$ cat config.mk
export PLATFORM = sky130hd
export DESIGN_NAME = alu_result_stage
export DESIGN_NICKNAME = d
export VERILOG_FILES = /design/src/rtl/alu_result_stage.sv
export SDC_FILE = /design/constraint.sdc
export NUM_CORES = 1
export LEC_CHECK = 0
export ABC_AREA = 0
export CORE_MARGIN = 2
export CORE_UTILIZATION = 40
export CTS_CLUSTER_SIZE = 30
export DETAILED_ROUTE_END_ITERATION = 10
export PLACE_DENSITY = 0.82
export SLEW_MARGIN = 30
export SYNTH_ARGS = -nofsm -noshare
export SYNTH_HDL_FRONTEND = slang
export SYNTH_SLANG_ARGS = --single-unit
$ cat constraint.sdc
create_clock -name clk -period 2.8 [get_ports clk]
set_input_delay 0.42 -clock clk [delete_from_list [all_inputs] [get_ports clk]]
set_output_delay 0.42 -clock clk [all_outputs]
set_load 0.02 [all_outputs]
$ cat src/rtl/alu_result_stage.sv
// Two-entry result FIFO behind the ALU: resolves branch compares at push, keeps sticky overflow and taken count.
// Latency: an entry pushed at edge N is at the head from edge N onward; there is no input-to-output bypass.
// Backpressure: in_ready = (count != 2), taken from registered state only and independent of out_ready.
module alu_result_stage #(
    parameter int WIDTH = 16,
    parameter int TAGW  = 5,
    parameter int CNTW  = 8
) (
    input  logic             clk,
    input  logic             reset,
    input  logic             in_valid,
    output logic             in_ready,
    input  logic [WIDTH-1:0] y,
    input  logic             zero,
    input  logic             carry_out,
    input  logic             overflow,
    input  logic             in_br_en,
    input  logic [2:0]       in_br_type,
    input  logic [TAGW-1:0]  in_tag,
    output logic             out_valid,
    input  logic             out_ready,
    output logic [WIDTH-1:0] out_result,
    output logic             out_zero,
    output logic             out_taken,
    output logic [TAGW-1:0]  out_tag,
    output logic [1:0]       count,
    input  logic             sticky_clr,
    output logic             sticky_ovf,
    output logic [CNTW-1:0]  taken_cnt
);

    logic [WIDTH-1:0] y_q     [2];
    logic             zero_q  [2];
    logic             taken_q [2];
    logic [TAGW-1:0]  tag_q   [2];

    logic            wr_ptr_q, wr_ptr_d;
    logic            rd_ptr_q, rd_ptr_d;
    logic [1:0]      count_q, count_d;
    logic            sticky_q, sticky_d;
    logic [CNTW-1:0] taken_cnt_q, taken_cnt_d;

    logic push, pop;
    logic lt, ltu, cond, taken_in;

    assign in_ready  = (count_q != 2'd2);
    assign out_valid = (count_q != 2'd0);
    assign push      = in_valid & in_ready;
    assign pop       = out_valid & out_ready;

    // Flags come from a SUB: signed less-than is N^V, unsigned less-than is the borrow.
    assign lt  = y[WIDTH-1] ^ overflow;
    assign ltu = carry_out;

    always_comb begin
        cond = 1'b0;
        case (in_br_type)
            3'b000:  cond = zero;
            3'b001:  cond = ~zero;
            3'b100:  cond = lt;
            3'b101:  cond = ~lt;
            3'b110:  cond = ltu;
            3'b111:  cond = ~ltu;
            default: cond = 1'b0;
        endcase
    end

    assign taken_in = in_br_en & cond;

    always_comb begin
        wr_ptr_d    = wr_ptr_q;
        rd_ptr_d    = rd_ptr_q;
        count_d     = count_q;
        sticky_d    = sticky_q;
        taken_cnt_d = taken_cnt_q;
        if (push) wr_ptr_d = ~wr_ptr_q;
        if (pop)  rd_ptr_d = ~rd_ptr_q;
        case ({push, pop})
            2'b10:   count_d = count_q + 2'd1;
            2'b01:   count_d = count_q - 2'd1;
            default: count_d = count_q;
        endcase
        // A new overflow outranks a same-cycle clear.
        if (push && overflow)  sticky_d = 1'b1;
        else if (sticky_clr)   sticky_d = 1'b0;
        if (pop && taken_q[rd_ptr_q] && (taken_cnt_q != {CNTW{1'b1}}))
            taken_cnt_d = taken_cnt_q + 1'b1;
    end

    always_ff @(posedge clk) begin
        if (reset) begin
            wr_ptr_q    <= 1'b0;
            rd_ptr_q    <= 1'b0;
            count_q     <= 2'd0;
            sticky_q    <= 1'b0;
            taken_cnt_q <= '0;
        end else begin
            wr_ptr_q    <= wr_ptr_d;
            rd_ptr_q    <= rd_ptr_d;
            count_q     <= count_d;
            sticky_q    <= sticky_d;
            taken_cnt_q <= taken_cnt_d;
        end
    end

    // Entry payload needs no reset; occupancy alone decides what is valid.
    always_ff @(posedge clk) begin
        if (!reset && push) begin
            y_q[wr_ptr_q]     <= y;
            zero_q[wr_ptr_q]  <= zero;
            taken_q[wr_ptr_q] <= taken_in;
            tag_q[wr_ptr_q]   <= in_tag;
        end
    end

    assign out_result = out_valid ? y_q[rd_ptr_q]     : '0;
    assign out_zero   = out_valid ? zero_q[rd_ptr_q]  : 1'b0;
    assign out_taken  = out_valid ? taken_q[rd_ptr_q] : 1'b0;
    assign out_tag    = out_valid ? tag_q[rd_ptr_q]   : '0;
    assign count      = count_q;
    assign sticky_ovf = sticky_q;
    assign taken_cnt  = taken_cnt_q;

endmodule
After elaboration in Yosys (flattened, before gate mapping)
Memories as Yosys holds them, arrays and structs flattened. A register that Yosys moved wholly into a read port is not among the register bits. Cells that the tools add are included.

Bits of input ports: 33. Bits in writable memories: 46. Logic and storage cells: 57. Register bits: 13. Output and inout port bits: 36. Memories kept: 4.

Eq/ne operators: 9. Bitwise gates (word level): 9. Add/subtract/negate cells: 3. Multiplexer cells: 18. Reductions and logical operators: 9.

Memories: y_q (words 2, width 16, read ports 1, clocked after memory_dff 1, write ports 1, line 32) `logic [WIDTH-1:0] y_q [2];`; tag_q (words 2, width 5, read ports 1, clocked after memory_dff 1, write ports 1, line 35) `logic [TAGW-1:0] tag_q [2];`; taken_q (words 2, width 1, read ports 1, clocked after memory_dff 1, write ports 1, line 34) `logic taken_q [2];`; zero_q (words 2, width 1, read ports 1, clocked after memory_dff 1, write ports 1, line 33) `logic zero_q [2];`.

Operators with widths (number): $mux W16 (1); $mux W1 (14); $eq A3 B3 Y1 const B (4); $add A8 B1 Y8 const B (1); $ne A8 B8 Y1 const B (1); $pmux W1 S6 (1); $reduce_bool A2 Y1 (3); $mux W5 (1); $not A1 Y1 (5); $logic_and A1 B1 Y1 (4); $pmux W2 S2 (1); $and A1 B1 Y1 (3); $eq A3 B1 Y1 const B (1); $logic_not A3 Y1 (1); $add A2 B1 Y2 const B (1); $eq A2 B1 Y1 const B (1); $eq A2 B2 Y1 const B (1); $ne A2 B2 Y1 const B (1); $sub A2 B1 Y2 const B (1); $logic_not A1 Y1 (1); $xor A1 B1 Y1 (1).

Logic depth before layout (Yosys ltp)
Depth in word-level cells: 5. Mapped depth: 6. Depth with buffers taken out: 6.

Worst setup path before layout
No wires, ideal clock.

Path kind: register to register. From: register count_q[0] (netlist: count[0]). To: memory tag_q[1][0] (enable). Required time: 2.363 ns. Data arrival time: 2.765 ns. Period minus slack after synthesis: 3.202 ns. Setup slack: -0.402 ns. Setup time: 0.437 ns. Path buffers: 0. Cell stages (with the launch flop): 4. Cell sequence: dfxtp_1 > nand2b_1 > nand2_1 > nor3b_1.

Word-level cells in the longest chain between the ends: 5.

Ends and longest elaborated chain: start: declaration (line 39) `logic [1:0] count_q, count_d;`; start signal: assignment (line 100) `count_q <= count_d;`; $ne A2 B2 Y1 (line 46) `assign in_ready = (count_q != 2'd2);`; net in_ready (line 12) `output logic in_ready,`; $and A1 B1 Y1 (line 48) `assign push = in_valid & in_ready;`; $logic_and A1 B1 Y1 (line 108) `if (!reset && push) begin`; $mux W1 (line 108); $mux W1 (implied by the code) (line 112) `tag_q[wr_ptr_q] <= in_tag;`; end: declaration (line 35).

The timed path passes the listed nets, and every way through them passes these cells.

==> qor.yml <==
sta:
  fin_ws_ps: 351
  hold_viol: 0
  rsz0062_at_grt: "false"
  slew_viol_final: 0
  setup_viol: 0
  fin_crit_sh: 0.875
  fmax_ghz: 0.408
  fin_setup_tns_ps: 0
  period_needed_ps: 2450
  skew_ps: 13.3
  max-slew-margin-rel: 0.691
  tightest_slew_ps: 462
final_layout:
  fill_cells: 494
  antenna_cells: 0
  layout-drive-gt1-share: 0.0846
  ff_latch_area_sq_um: 1660
  final_nets: 290
  multi_input_area_sq_um: 747
  stdcell_area_sq_um: 3390
  synthToLayoutAreaGrowth_pct: 39.3
logic_synthesis:
  ys.flop_type: "edfxtp_1"
  async_flop_share: 0
  synth_top_area_cell: "edfxtp_1"
  syn-num-nets: 213
  synth_common_cells: "46 x edfxtp_1, 33 x nor2_1, 24 x mux2i_1, 14 x dfxtp_1, 6 x xor2_1"
  yosysUniqueCellTypes: 32
  syn_inst: 178
  synth_area_sq_um: 2430
  synth-edff-count: 46
  avgSynthCellArea_sq_um: 13.7
  synth_area_leaders: "edfxtp_1 57%, dfxtp_1 12%, mux2i_1 9.9%"
  yosys_register_bits: 60
  synth-seq-area-share: 0.682
  synth.most_common_cell: "edfxtp_1"
  synth_warnings: 0
  yosysTopAreaCellShare: 0.567
setup_path:
  path_buf_inv: 2
  cp_top_family: "buffers and inverters"
  cp_slowest_cell: "clkdlybuf4s50_1"
  reg2reg_to: "count[1]"
  path_depth: 4
  start_kind: "register"
  endpoint_kind: "output port"
  crit_type: "reg2out"
  reg2reg_from: "count[0]"
  cp_max_fo: 13
  endpoint: "out_result[0]"
  path_cells: "buf_4, mux2i_1, nor2_1, clkdlybuf4s50_1"
  slowest_delay_ps: 540
  reg2reg_depth: 5
  reg2reg_slack_ps: 940
  required_ps: 2380
  critical_path_arrival_ps: 2030
grt:
  grt_max_degree: 25
  grt_use_total: 0.152
  grt_pass1_vias: 1598
  grt_overflow: 0
  grt_pass1_wl_um: 7130
  antenna_found_initial: 0
clock_tree:
  cts_htree_levels: 3
  tritoncts: "built"
  ctsHoldBuffers: 0
  ctsResizeCount: 0
  cts_setup_buffers: 0
  worstSkewPairLatency_ps: 340
  cts_sinks: 60
  clockRootBuffer: "clkbuf_8"
  cts_buffer_depth: 2
  path_clk_slew_ps: 60
  numCtsBuffers: 9
route:
  drt_wl_total_um: 4510
  route.vias.total: 1629
  vias_per_cell: 4.86
  drc_errors: 0
  wire_per_inst_um: 13.5
  dr.first_iter.drc_count: 66
  first_pass_iters: 4
  drtAntennaViolNets: 0
floorplanning:
  start_util: 0.414
  num_rows: 28
  fp.coreArea_sq_um: 5890
  dieArea_sq_um: 6730
  die_y_um: 82.0
  io-pin-count: 69
  dieWidth_um: 82.0
placement:
  placed_area_sq_um: 3240
  port_buffers: 68
  gp_congestion: 0.722
  hpwl_um: 3110
  preCtsSetupSlack_ps: 678
run:
  maxCapViolCount: 0
power:
  p_per_area_nw_per_um2: 877
  ir_worst_vdd_mv: 0.530
  power.total_uw: 2970
  p_leak_uw: 0.00115
status:
  status: "finished, final reports clean"
worst_hold_path:
  hp-class: "reg2reg"
[state kept, by name (all words and copies together) (netlist names), named ones only]
name	count
count	2
rd_ptr_q	1
sticky_ovf	1
tag_q	10
taken_cnt	8
taken_q	2
wr_ptr_q	1
y_q	32
zero_q	2
[per-stage QoR]
stage / util / hold slack, ps / cells
floorplan: - / 481 / 178
global placement: 0.551 / 475 / 319
detailed placement: 0.551 / 489 / 319
CTS: 0.576 / 508 / 335
global route: 0.576 / 536 / 335
finish: 0.576 / 505 / 335
[worst min-delay path by stage]
stage,from,endpoint,slack (ps),depth (start not counted)
after floorplan,rd_ptr_q,register,480,2
after global placement,sticky_ovf,sticky_ovf,480,2
after detailed placement,sticky_ovf,sticky_ovf,490,2
after CTS,sticky_ovf,sticky_ovf,510,2
after global routing,sticky_ovf,sticky_ovf,540,2
final,sticky_ovf,sticky_ovf,500,2
[cells in the final DEF, fill, tap and decap left out, types with 5 or more instances in the layout]
cell             instances
a21oi_1                  5
buf_4                    5
clkbuf_8                 9
clkdlybuf4s50_1         68
dfxtp_1                 13
edfxtp_1                46
mux2i_1                 24
nor2_1                  32
xor2_1                   6
[metal layers]
layer	global-route usage	part of all wire	vias to the layer above
met5	0	0	-
li1	-	-	804
met1	0.172	0.41	759
met4	0.107	0.031	0
met3	0.0560	0.063	11
met2	0.237	0.49	55
[tightest hold or removal path: cells and delay by family, from the launching register on]
family / cells / cell delay [ps]
simple gates: 1 / 70
flops: 1 / 340
compound gates: 1 / 60
[cells by family after synthesis]
kind of cell             after synthesis  share of synthesized area
AO/OA/AOI/OAI                         17                     0.0514
XOR/XNOR                               9                     0.0324
adder cells (fa/ha/maj)                2                     0.0103
buffers and inverters                 12                     0.0211
multiplexers                          25                      0.105
flip-flops                            60                      0.682
AND/OR/NAND/NOR                       53                     0.0976
[power breakdown]
part	switching, uW	internal (uW)
Combinational	638	582
Sequential	85.4	1070
Clock	294	311
Total	1020	1960
[layout make-up]
class / instances / share of cell area
timing repair buffer: 73 / 0.212
inverter: 5 / 0.00553
clock buffer: 12 / 0.0398
multi-input combinational: 106 / 0.220
tap: 75 / 0.0277
sequential: 60 / 0.490
clock inverter: 4 / 0.00480
Note: power is estimated with default switching activity, not from simulation.
